===== config.mk =====
export PLATFORM = sky130hd
export DESIGN_NAME = b_link_responder
export DESIGN_NICKNAME = d
export VERILOG_FILES = /design/src/rtl/b_link_responder_pkg.sv /design/src/rtl/b_link_responder_link_sync_fifo.sv /design/src/rtl/b_link_responder.sv
export SDC_FILE = /design/constraint.sdc
export NUM_CORES = 1
export LEC_CHECK = 0
export ABC_CLOCK_PERIOD_IN_PS = 3450
export BUFFER_PORTS_ARGS = -buffer_cell sky130_fd_sc_hd__buf_4
export CORE_ASPECT_RATIO = 0.9
export CORE_UTILIZATION = 55
export CTS_BUF_LIST = sky130_fd_sc_hd__clkbuf_8
export CTS_CLUSTER_SIZE = 16
export DETAILED_ROUTE_END_ITERATION = 16
export PLACE_DENSITY = 0.76
export SYNTH_ARGS = -nofsm -noshare
export SYNTH_HDL_FRONTEND = slang
export SYNTH_HIERARCHICAL = 1
export SYNTH_SLANG_ARGS = --single-unit

===== constraint.sdc =====
create_clock -name clk -period 3.45 [get_ports clk]
set_input_delay 0.345 -clock clk [delete_from_list [all_inputs] [get_ports clk]]
set_output_delay 0.345 -clock clk [all_outputs]
set_load 0.02 [all_outputs]

===== src/rtl/b_link_responder_pkg.sv =====
// Shared constants for the A<->B point-to-point link, B-side view.
package b_link_responder_pkg;

    // Link widths shared with the A-side block.
    localparam int LINK_A2B_W   = 8;
    localparam int LINK_B2A_W   = 12;
    localparam int LINK_EXTRA_W = 4;

    // Width of the wrapping sequence tag added to each response.
    localparam int SEQ_W = 4;

    // Field offsets inside a B-to-A response word.
    localparam int PAYLOAD_LSB = 0;
    localparam int SEQ_LSB     = LINK_A2B_W;

    // Buffered entry layout: {seq, extra, payload}.
    localparam int ENTRY_W = SEQ_W + LINK_EXTRA_W + LINK_A2B_W;

    // True when v is a non-zero power of two.
    function automatic bit is_pow2(input int v);
        return (v > 0) && ((v & (v - 1)) == 0);
    endfunction

endpackage


===== src/rtl/b_link_responder_link_sync_fifo.sv =====
// Small synchronous FIFO with first-word fall-through read of the head entry.
module link_sync_fifo #(
    parameter int ENTRY_W = b_link_responder_pkg::ENTRY_W,
    parameter int DEPTH   = 4,
    localparam int PTR_W  = (DEPTH > 1) ? $clog2(DEPTH) : 1,
    localparam int CNT_W  = $clog2(DEPTH + 1)
) (
    input  logic               clk,
    input  logic               rst,
    input  logic               push,
    input  logic [ENTRY_W-1:0] push_data,
    input  logic               pop,
    output logic [ENTRY_W-1:0] pop_data,
    output logic               full,
    output logic               empty,
    output logic [CNT_W-1:0]   count
);

    logic [ENTRY_W-1:0] mem [DEPTH];
    logic [PTR_W-1:0]   wr_ptr_reg;
    logic [PTR_W-1:0]   rd_ptr_reg;
    logic [CNT_W-1:0]   count_reg;
    logic               do_push;
    logic               do_pop;

    assign full     = (count_reg == CNT_W'(DEPTH));
    assign empty    = (count_reg == '0);
    assign count    = count_reg;
    // Head is read combinationally so the output slot can load it on the same edge.
    assign pop_data = mem[rd_ptr_reg];

    // Guard the requests so an overflow or underflow can never corrupt state.
    assign do_push = push && !full;
    assign do_pop  = pop && !empty;

    // Storage array; no reset so it maps onto plain memory.
    always_ff @(posedge clk) begin
        if (do_push) begin
            mem[wr_ptr_reg] <= push_data;
        end
    end

    // Pointers wrap naturally because DEPTH is a power of two; count tracks occupancy.
    always_ff @(posedge clk or posedge rst) begin
        if (rst) begin
            wr_ptr_reg <= '0;
            rd_ptr_reg <= '0;
            count_reg  <= '0;
        end else begin
            if (do_push) begin
                wr_ptr_reg <= wr_ptr_reg + 1'b1;
            end
            if (do_pop) begin
                rd_ptr_reg <= rd_ptr_reg + 1'b1;
            end
            case ({do_push, do_pop})
                2'b10:   count_reg <= count_reg + CNT_W'(1);
                2'b01:   count_reg <= count_reg - CNT_W'(1);
                default: count_reg <= count_reg;
            endcase
        end
    end

endmodule


===== src/rtl/b_link_responder.sv =====
// B-side link endpoint: buffers tagged requests and returns one response per request, in order.
module b_link_responder #(
    parameter int A2B_W   = b_link_responder_pkg::LINK_A2B_W,
    parameter int B2A_W   = b_link_responder_pkg::LINK_B2A_W,
    parameter int EXTRA_W = b_link_responder_pkg::LINK_EXTRA_W,
    parameter int SEQ_W   = b_link_responder_pkg::SEQ_W,
    parameter int DEPTH   = 4,
    localparam int LVL_W  = $clog2(DEPTH + 1) + 1
) (
    input  logic               clk,
    input  logic               rst,
    input  logic [A2B_W-1:0]   req_data,
    input  logic [EXTRA_W-1:0] req_extra,
    input  logic               req_valid,
    output logic               req_ready,
    output logic [B2A_W-1:0]   rsp_data,
    output logic [EXTRA_W-1:0] rsp_extra,
    output logic               rsp_valid,
    input  logic               rsp_ready,
    output logic [LVL_W-1:0]   level,
    output logic [SEQ_W-1:0]   seq_next
);
    import b_link_responder_pkg::*;

    localparam int E_W             = SEQ_W + EXTRA_W + A2B_W;
    localparam int CNT_W           = $clog2(DEPTH + 1);
    localparam int RSP_PAYLOAD_LSB = PAYLOAD_LSB;
    localparam int RSP_SEQ_LSB     = RSP_PAYLOAD_LSB + A2B_W;

    // Refuse to elaborate a configuration that cannot hold the tagged payload.
    if ((B2A_W < A2B_W + SEQ_W) || !is_pow2(DEPTH) || (DEPTH < 2)) begin : g_cfg_error
        $error("b_link_responder: need B2A_W >= A2B_W + SEQ_W and DEPTH a power of two >= 2");
    end

    logic [SEQ_W-1:0]   seq_reg;
    logic               rsp_valid_reg;
    logic [B2A_W-1:0]   rsp_data_reg;
    logic [EXTRA_W-1:0] rsp_extra_reg;
    logic [B2A_W-1:0]   rsp_data_next;

    logic               fifo_push;
    logic               fifo_pop;
    logic               fifo_full;
    logic               fifo_empty;
    logic [CNT_W-1:0]   fifo_count;
    logic [E_W-1:0]     fifo_head;
    logic [E_W-1:0]     entry_in;

    // Ready depends only on registered occupancy (and reset), never on rsp_ready/req_valid.
    assign req_ready = !rst && !fifo_full;
    assign fifo_push = req_valid && req_ready;
    // Load the output slot whenever it is empty or being drained this edge.
    assign fifo_pop  = !fifo_empty && (!rsp_valid_reg || rsp_ready);
    assign entry_in  = {seq_reg, req_extra, req_data};

    link_sync_fifo #(
        .ENTRY_W (E_W),
        .DEPTH   (DEPTH)
    ) u_fifo (
        .clk       (clk),
        .rst       (rst),
        .push      (fifo_push),
        .push_data (entry_in),
        .pop       (fifo_pop),
        .pop_data  (fifo_head),
        .full      (fifo_full),
        .empty     (fifo_empty),
        .count     (fifo_count)
    );

    // Pack the head entry into a response word: payload low, tag above it, zero fill on top.
    always_comb begin
        rsp_data_next = '0;
        rsp_data_next[RSP_PAYLOAD_LSB +: A2B_W] = fifo_head[A2B_W-1:0];
        rsp_data_next[RSP_SEQ_LSB +: SEQ_W]     = fifo_head[E_W-1 -: SEQ_W];
    end

    // Sequence tag advances once per accepted request and wraps at 2^SEQ_W.
    always_ff @(posedge clk or posedge rst) begin
        if (rst) begin
            seq_reg <= '0;
        end else if (fifo_push) begin
            seq_reg <= seq_reg + 1'b1;
        end
    end

    // Output slot: load from the FIFO head when free or draining, else clear on handshake.
    always_ff @(posedge clk or posedge rst) begin
        if (rst) begin
            rsp_valid_reg <= 1'b0;
            rsp_data_reg  <= '0;
            rsp_extra_reg <= '0;
        end else if (fifo_pop) begin
            rsp_valid_reg <= 1'b1;
            rsp_data_reg  <= rsp_data_next;
            rsp_extra_reg <= fifo_head[A2B_W +: EXTRA_W];
        end else if (rsp_ready) begin
            rsp_valid_reg <= 1'b0;
        end
    end

    assign rsp_valid = rsp_valid_reg;
    assign rsp_data  = rsp_data_reg;
    assign rsp_extra = rsp_extra_reg;
    assign seq_next  = seq_reg;
    assign level     = LVL_W'(fifo_count) + LVL_W'(rsp_valid_reg);

endmodule


# == After elaboration in Yosys (flattened, before gate mapping) ==
# Memories as Yosys holds them, arrays and structs flattened. A register that Yosys moved wholly into a read port is not among the register bits.
# Cells that the tools add are included.
# totals
out_inout_bits,26
register_bits,12
ramBits,64
n_memories,1
word_cells,33
# op_classes
reduce_logical,13
muxes,5
n_addsub,6
eq_ne,3
# mem_list
name,depth,word_bits,read_ports,rd_ports_with_merged_regs,write_ports,line_no,text
u_fifo.mem,4,16,1,1,1,b_link_responder_link_sync_fifo.sv:19,logic [ENTRY_W-1:0] mem [DEPTH];
# ops
op,n
$pmux 3 s2,1
$logic_and 1x1->1,5
$add 2x1->2 const B,2
$add 3x1->4,1
$add 4x1->4 const B,1
$logic_not 1->1,4
$mux 1,4
$reduce_bool 2->1,2
$add 3x1->3 const B,1
$eq 3x3->1 const B,1
$logic_not 3->1,1
$sub 3x1->3 const B,1
$eq 2x1->1 const B,1
$eq 2x2->1 const B,1
$logic_or 1x1->1,1

# == Logic depth before layout (Yosys ltp) ==
# Gate-level depths: netlist (run 1).
# depth
word_depth,7
mapped_depth,10
mapped_depth_nobuf,10

# == Hierarchy ==
# The synthesis (run 1) kept the hierarchy.
# modules_own_cells
module,instances,cells_per_inst,area_per_inst_um2
link_sync_fifo,1,122,2778.9
b_link_responder,1,56,914.6

# == Least setup slack after synthesis (run 1) ==
# No wires, ideal clock.
# synth_timing
path_kind,register to register
start,register rsp_valid_reg (netlist: rsp_valid)
end,register u_fifo.count_reg[2] (netlist: u_fifo/count[2])
setup_slack_ps,1244
stages_incl_launch_ff,10
setup_ps,79
arrival_time_ps,2127
synth_period_minus_slack_ps,2206
required_time_ps,3371
path_cell_list,dfrtp_1 -> a21oi_4 -> buf_12 -> o31a_1 -> ha_1 -> inv_1 -> fa_1 -> xor2_1 -> nor2_1 -> xor2_1
# synth_between
elab_chain_cells,6
word_cells_on_any_way,8
cone_classes,eq/ne: 2; mux: 1; reduce/logical: 5
# synth_rtl
item,line_no,text
"start, declared",b_link_responder.sv:36,logic rsp_valid_reg;
"start signal, assigned",b_link_responder.sv:90,rsp_valid_reg <= 1'b0;
"start signal, assigned",b_link_responder.sv:94,rsp_valid_reg <= 1'b1;
"start signal, assigned",b_link_responder.sv:98,rsp_valid_reg <= 1'b0;
$logic_not 1->1 *,b_link_responder.sv:53,assign fifo_pop = !fifo_empty && (!rsp_valid_reg || rsp_ready);
$logic_or 1x1->1 *,b_link_responder.sv:53,
$logic_and 1x1->1 *,b_link_responder.sv:53,
net fifo_pop,b_link_responder.sv:42,logic fifo_pop;
$logic_and 1x1->1 *,b_link_responder_link_sync_fifo.sv:34,assign do_pop = pop && !empty;
net u_fifo.do_pop,b_link_responder_link_sync_fifo.sv:24,logic do_pop;
$eq 2x1->1 / $eq 2x2->1 (equally long branches),b_link_responder_link_sync_fifo.sv:56,"case ({do_push, do_pop})"
$pmux 3 s2 / $reduce_bool 2->1 (equally long branches),n/a,
"end signal, assigned",b_link_responder_link_sync_fifo.sv:57,2'b10: count_reg <= count_reg + CNT_W'(1);
"end signal, assigned",b_link_responder_link_sync_fifo.sv:58,2'b01: count_reg <= count_reg - CNT_W'(1);
"end signal, assigned",b_link_responder_link_sync_fifo.sv:59,default: count_reg <= count_reg;
"end, declared",b_link_responder_link_sync_fifo.sv:22,logic [CNT_W-1:0] count_reg;
# The timed path passes the listed nets; every way through them passes the cells marked *.
# A chain may end at the register's enable or synchronous reset.

# == Worst setup path in the final report (run 1) ==
# layout_timing
start,register u_fifo.count_reg[2] (netlist: u_fifo/count[2])
end,memory u_fifo/mem[0][11] in the netlist's numbering (enable)
# layout_between
elab_chain_cells,7
# layout_rtl
item,line_no,text
$eq 3x3->1,b_link_responder_link_sync_fifo.sv:26,assign full = (count_reg == CNT_W'(DEPTH));
net fifo_full,b_link_responder.sv:43,logic fifo_full;
$logic_not 1->1,b_link_responder.sv:50,assign req_ready = !rst && !fifo_full;
$logic_and 1x1->1,b_link_responder.sv:50,
$logic_and 1x1->1,b_link_responder.sv:51,assign fifo_push = req_valid && req_ready;
net fifo_push,b_link_responder.sv:41,logic fifo_push;
$logic_and 1x1->1,b_link_responder_link_sync_fifo.sv:33,assign do_push = push && !full;
$mux 1,b_link_responder_link_sync_fifo.sv:38,if (do_push) begin
$mux 1 (not written as such),b_link_responder_link_sync_fifo.sv:39,mem[wr_ptr_reg] <= push_data;
"end, declared",b_link_responder_link_sync_fifo.sv:19,
# The timed path passes the listed nets, and every way through them passes these cells.

==> results of run 1 <==
==> final cells by class <==
type                    count  share of cell area [%]
repair buffers             43                    7.59
clock inverters             7                    2.28
well taps                  87                    2.54
flip-flops and latches     92                    61.2
multi-input cells          71                    22.7
clock buffers               9                    2.89
inverters                  10                   0.875
==> logic make-up (layout without fill, tap and decap cells) <==
| group | count (synthesis) | count (layout) | share of synthesized area [%] |
|---|---|---|---|
| XOR/XNOR | 10 | 10 | 2.37 |
| buffers and inverters | 15 | 69 | 2.68 |
| flip-flops | 92 | 92 | 71.0 |
| AND/OR/NAND/NOR | 14 | 14 | 2.64 |
| adder cells (fa/ha/maj) | 9 | 9 | 3.25 |
| AO/OA/AOI/OAI | 3 | 3 | 0.813 |
| multiplexers | 35 | 35 | 17.2 |
==> per-layer routing <==
metal,routed length [um],vias to the layer above,global-route usage (%),part of all wire (%)
li1,-,782,-,-
met1,2240,887,20.6,38
met2,3330,44,34.5,57
met3,238,7,5.38,4.1
met4,64,0,6.77,1.1
met5,0,-,0,0
==> power breakdown <==
group | internal (mW) | switching (mW)
Sequential | 1.48 | 0.274
Clock | 0.411 | 0.361
Combinational | 0.696 | 0.588
==> worst paths after layout <==
path                       cells past startpoint  slack (ns)              endpoint            start
max in group asynchronous                      3        2.12           rsp_data[3]              rst
hold / removal                                 1        0.19      u_fifo/mem[3][3]      req_data[3]
setup / recovery                               4        0.98     u_fifo/mem[0][11]  u_fifo/count[2]
min in group asynchronous                      3        0.51  u_fifo/rd_ptr_reg[1]              rst
hold reg to reg                                1        0.52           rsp_data[3]      rsp_data[3]
setup reg to reg                               4        0.98     u_fifo/mem[0][11]  u_fifo/count[2]
==> layout by cell type, fill, tap and decap left out, types with 5 or more instances in the layout <==
master	synthesis	final
sky130_fd_sc_hd__buf_4	0	42
sky130_fd_sc_hd__clkbuf_8	0	9
sky130_fd_sc_hd__dfrtp_1	28	28
sky130_fd_sc_hd__edfxtp_1	64	64
sky130_fd_sc_hd__ha_1	8	8
sky130_fd_sc_hd__inv_1	9	9
sky130_fd_sc_hd__mux2_2	9	9
sky130_fd_sc_hd__mux2_4	9	9
sky130_fd_sc_hd__mux4_1	8	8
sky130_fd_sc_hd__mux4_2	8	8
sky130_fd_sc_hd__xnor2_1	5	5
sky130_fd_sc_hd__xor2_1	5	5
==> worst register-to-register path, delay by kind of cell, from the launching register on <==
family	cells	cell delay (ns)
AND/OR/NAND/NOR	4	1.64
flip-flops	1	0.46
==> what timing repair did <==
action                    CTS  global route
hold buffers                1             0
hold endpoints to repair    7             0
resized for setup           0             0
==> metrics.txt, run 1 <==
sum of buffers and inverters on the critical path=0; mean instance size in the synthesized netlist=20.8 sq um; clk root buf=sky130_fd_sc_hd__clkbuf_8; clock slew at reported path FFs=0.09 ns; global router's overall resource usage=18.8%; Sum Neg Setup Slack=0 ns; total setup violations reported at the end of the flow=0; via count of the first global-routing pass=1833; leading cell types by count after synthesis=sky130_fd_sc_hd__edfxtp_1, sky130_fd_sc_hd__dfrtp_1, sky130_fd_sc_hd__inv_1, sky130_fd_sc_hd__mux2_2, sky130_fd_sc_hd__mux2_4; Non-Filler Cell Area, Final=4290 sq um; aggregate global routing overflow=0; final std cells w/o fill=319; DRC violations left=0; quantity of I/O buffers inserted on ports=41; largest net degree at the start of global routing=22; maxcap violations=0; setup repair bufs after CTS=0; weighted congestion at the end of routability-driven global placement=0.793; cts bufs inserted=9; register area=2620 sq um; fraction of final layout cells with drive strength greater than 1=37.9%; post-layout minimum cycle time=2.47 ns; # rows=27; DPL Wire Length=3890 um; number of enable flip-flop cells after synthesis=64; Final Util=68.2%; slew at the pin with the worst max-slew slack=0.990 ns; number of antenna violations at the first check in global routing=0; worst hold slack=0.185 ns; top-count cell post-synth=sky130_fd_sc_hd__edfxtp_1; Clock Latency Late Sink=0.35 ns; critical path, cell by cell=nor3b_2 > nor3b_4 > nor2b_2 > and2_1; Inserted Diodes=0; unrepaired setup endpoints after global routing=no; cell count after synthesis=178; primary flip-flop cell chosen by synthesis mapping=sky130_fd_sc_hd__edfxtp_1; Die Span X=88.4 um; minimum setup slack after placement=0.953 ns; crit path kind=flip-flop to flip-flop; dominant delay contributor by cell family on the critical path=simple AND/OR/NAND/NOR gates; peak fanout along the critical path=16; WL per Instance=18.4 um; critical path data arrival time=2.46 ns; largest area contributor in the synthesized netlist=sky130_fd_sc_hd__edfxtp_1; Worst Setup Slack, final=0.976 ns; post-detailed-route count of antenna-violating nets=0; maximum buffer depth of the clock tree=2; run status=complete, no violations; area occupied by multi-input gates=972 sq um; Mapped Nets=203; crit share post-route=71.7%; CTS tree=done; share of synthesized area occupied by flip-flops and latches=71.0%; number of optimization iterations in the first detailed-route pass=4; Fillers=425; number of nets in the finished design=252; I/O pin total=42; Hold Crit Class=input pin to flip-flop; final count of pins violating max slew=0; flops & latches, synth=92; Peak VDD IR=616 uV; startpoint types=flip-flop; Max Clock Skew=0.00806 ns; Via Count=1720; Die Span Y=79.7 um; Worst setup EP type=flip-flop; wire length of the first global-routing pass=9140 um; Max-slew headroom=34.0%; mapped cell area=3690 sq um; Design Power=3.81 mW; fraction of synthesis flops using an asynchronous set or reset pin=30.4%; number of instances in the placed design=302; delay of the slowest cell on the worst path=0.76 ns; power density over cell area=888 nW/um^2; violation count after the first detailed-route iteration=60; placed cell areas=4060 sq um; highest attainable clock frequency=404 MHz; number of vias per cell=5.39; number of synthesis warnings=6; placeable core region=6280 sq um; area growth from synthesis to final layout=16.1%; standard cell with the maximum stage delay on the critical path=sky130_fd_sc_hd__and2_1; required time at the worst-slack endpoint=3.43 ns; flip-flop count of the largest register after layout=64; top cells by area, synth=sky130_fd_sc_hd__edfxtp_1, sky130_fd_sc_hd__dfrtp_1, sky130_fd_sc_hd__mux4_1; effective utilization at floorplan=58.8%; top-area cell type share of the netlist area=52.0%; Die Footprint=7050 sq um; Routed WL=5880 um; CTS HTree Levels=3; number of failing hold endpoints at the final stage=0; clk sinks=92; Synth cell types=28; static leakage=1.67 nW
Note: power is estimated with default switching activity, not from simulation.
==> run 2, diff against run 1 <==
- ABC_AREA: default -> 1
- ABC_CLOCK_PERIOD_IN_PS: 3450 -> 2300
- PLACE_DENSITY: 0.76 -> 0.75
- clock period: 3.45 -> 2.3 ns (I/O delays scaled with it)
==> run 2 against run 1 <==
Global-route usage up 1.0 points. Area after synthesis up 7.4%. Total power up 57%. Count of clock-buffer cells in the layout unchanged. Non-clock buffer count up 12. Synthesized cell count up 97%. Critical path depth up 8. Register-to-register slack worse by 0.80 ns. Sequential cell count unchanged. Sequential share of layout area down 4.3 points. Utilization about the same. Critical path type unchanged. Critical endpoint is now u_fifo/count[1]. Largest cell class unchanged. Largest power group is now combinational logic. Highest routed layer unchanged.
==> metrics.txt, run 2 <==
Via Count=2460; leading cell types by count after synthesis=sky130_fd_sc_hd__nand2_1, sky130_fd_sc_hd__edfxtp_1, sky130_fd_sc_hd__inv_1, sky130_fd_sc_hd__dfrtp_1, sky130_fd_sc_hd__o211ai_1; fraction of synthesis flops using an asynchronous set or reset pin=30.4%; Final Util=68.3%; post-layout minimum cycle time=2.12 ns; quantity of I/O buffers inserted on ports=41; number of optimization iterations in the first detailed-route pass=4; # rows=28; CTS HTree Levels=3; fraction of final layout cells with drive strength greater than 1=22.2%; maximum buffer depth of the clock tree=2; top-area cell type share of the netlist area=48.5%; slew at the pin with the worst max-slew slack=0.819 ns; number of synthesis warnings=6; DPL Wire Length=4610 um; Clock Latency Late Sink=0.35 ns; reg-to-reg endpoint=u_fifo/count[1]; Design Power=5.98 mW; top cells by area, synth=sky130_fd_sc_hd__edfxtp_1, sky130_fd_sc_hd__dfrtp_1, sky130_fd_sc_hd__nand2_1; area growth from synthesis to final layout=16.4%; Die Span X=91.5 um; Worst setup EP type=flip-flop; Inserted Diodes=0; wire length of the first global-routing pass=11100 um; most frequent cells in the layout=sky130_fd_sc_hd__nand2_1, sky130_fd_sc_hd__edfxtp_1, sky130_fd_sc_hd__inv_1; violation count after the first detailed-route iteration=163; depth of the worst register-to-register path=12; critical path data arrival time=2.39 ns; required time at the worst-slack endpoint=2.57 ns; highest attainable clock frequency=471 MHz; power density over cell area=1300 nW/um^2; flip-flop count of the largest register after layout=64; Die Span Y=82.6 um; number of failing hold endpoints at the final stage=0; Hold Crit Class=input pin to flip-flop; final count of pins violating max slew=0; launch instance of the worst register-to-register path=u_fifo/count[1]; last element of the critical path=u_fifo/count[1]; startpoint types=flip-flop; number of vias per cell=4.93; I/O pin total=42; maxcap violations=0; number of antenna violations at the first check in global routing=0; run status=complete, no violations; primary flip-flop cell chosen by synthesis mapping=sky130_fd_sc_hd__edfxtp_1; global router's overall resource usage=19.9%; worst hold slack=0.0778 ns; Routed WL=6720 um; total setup violations reported at the end of the flow=0; cell count after synthesis=350; Max-slew headroom=45.3%; peak fanout along the critical path=19; largest area contributor in the synthesized netlist=sky130_fd_sc_hd__edfxtp_1; crit share post-route=92.3%; placeable core region=6760 sq um; final std cells w/o fill=499; clk root buf=sky130_fd_sc_hd__clkbuf_8; number of instances in the placed design=478; Fillers=503; Reg2Reg Setup Slack=0.18 ns; clock slew at reported path FFs=0.09 ns; static leakage=2.12 nW; number of nets in the finished design=429; mapped cell area=3970 sq um; crit path launch=u_fifo/count[1]; Synth cell types=25; via count of the first global-routing pass=2382; largest net degree at the start of global routing=37; post-detailed-route count of antenna-violating nets=0; Mapped Nets=375; share of synthesized area occupied by flip-flops and latches=66.1%; flops & latches, synth=92; Peak VDD IR=752 uV; CTS tree=done; effective utilization at floorplan=58.7%; cts bufs inserted=9; Max Clock Skew=0.0106 ns; weighted congestion at the end of routability-driven global placement=0.773; Die Footprint=7560 sq um; top-count cell post-synth=sky130_fd_sc_hd__nand2_1; clk sinks=92; aggregate global routing overflow=0; crit path kind=flip-flop to flip-flop; mean instance size in the synthesized netlist=11.3 sq um; number of enable flip-flop cells after synthesis=64; DRC violations left=0; most common cell after layout, fill and taps aside=sky130_fd_sc_hd__nand2_1; unrepaired setup endpoints after global routing=no; WL per Instance=13.5 um
[run 2: worst min-delay path by stage]
stage                      from                    to  slack (ns)  depth (start not counted)
global placement            rst  u_fifo/wr_ptr_reg[1]        0.21                          2
global route        req_data[1]      u_fifo/mem[1][1]        0.05                          1
finish              req_data[1]      u_fifo/mem[1][1]        0.08                          1
floorplan                   rst       u_fifo/count[0]        0.03                          1
detailed placement          rst  u_fifo/wr_ptr_reg[1]        0.21                          2
CTS                 req_data[1]      u_fifo/mem[2][1]        0.06                          1
[run 2: critical path, cell delays in order (launching register included)]
cell	delay (ns)
sky130_fd_sc_hd__dfrtp_1	0.42
sky130_fd_sc_hd__inv_2	0.12
sky130_fd_sc_hd__nand3_2	0.14
sky130_fd_sc_hd__inv_1	0.10
sky130_fd_sc_hd__inv_1	0.07
sky130_fd_sc_hd__nand2_4	0.10
sky130_fd_sc_hd__clkinv_8	0.10
sky130_fd_sc_hd__nand2_1	0.10
sky130_fd_sc_hd__inv_1	0.05
sky130_fd_sc_hd__ha_2	0.17
sky130_fd_sc_hd__inv_1	0.10
sky130_fd_sc_hd__fa_2	0.43
sky130_fd_sc_hd__o21ai_0	0.15
[run 2: per-stage QoR]
step	setup WS, ns	TNS [ns]	instance area [sq um]
floorplan	-0.0551	-3.53	3970
global placement	0.237	0	4360
detailed placement	0.0303	0	4360
CTS	0.0182	0	4560
global route	0.0151	0	4620
finish	0.177	0	4620
[run 2: layout make-up]
cell class	count	area (sq um)	share of cell area, %
flip-flops and latches	92	2620	56.8
clock inverters	7	61.3	1.33
clock buffers	9	124	2.68
multi-input cells	189	1030	22.3
repair buffers	55	440	9.54
inverters	57	226	4.91
well taps	90	113	2.44
[run 2: cells by family after synthesis]
group                      count (synthesis)  share of synthesized area (%)
buffers and inverters                     69                           8.52
and+or+nand+nor                          142                           14.5
AOI/OAI and AO/OA                         34                           6.94
adders and majority gates                  9                           3.03
DFF                                       92                           66.1
xor gates and xnor gates                   4                          0.883
[run 2: repair_timing]
| item | in CTS | in global routing |
|---|---|---|
| buffers inserted | 0 | 4 |
| resized for setup | 0 | 7 |
| endpoints found under the hold margin | 7 | 0 |
| setup endpoints to repair | 0 | 2 |
| hold buffers | 1 | 0 |
[run 2: power breakdown]
part           switching, mW  internal (mW)
Combinational           1.59          0.972
Sequential             0.235           2.19
Clock                  0.502          0.491
[run 2: per-layer routing]
| layer | vias to the layer above | wire length (um) | track usage [%] | part of all wire [%] |
|---|---|---|---|---|
| li1 | 1252 | - | - | - |
| met1 | 1143 | 3130 | 26.0 | 47 |
| met2 | 56 | 3230 | 32.7 | 48 |
| met3 | 9 | 282 | 4.49 | 4.2 |
| met4 | 0 | 78 | 8.25 | 1.2 |
| met5 | - | 0 | 0 | 0 |
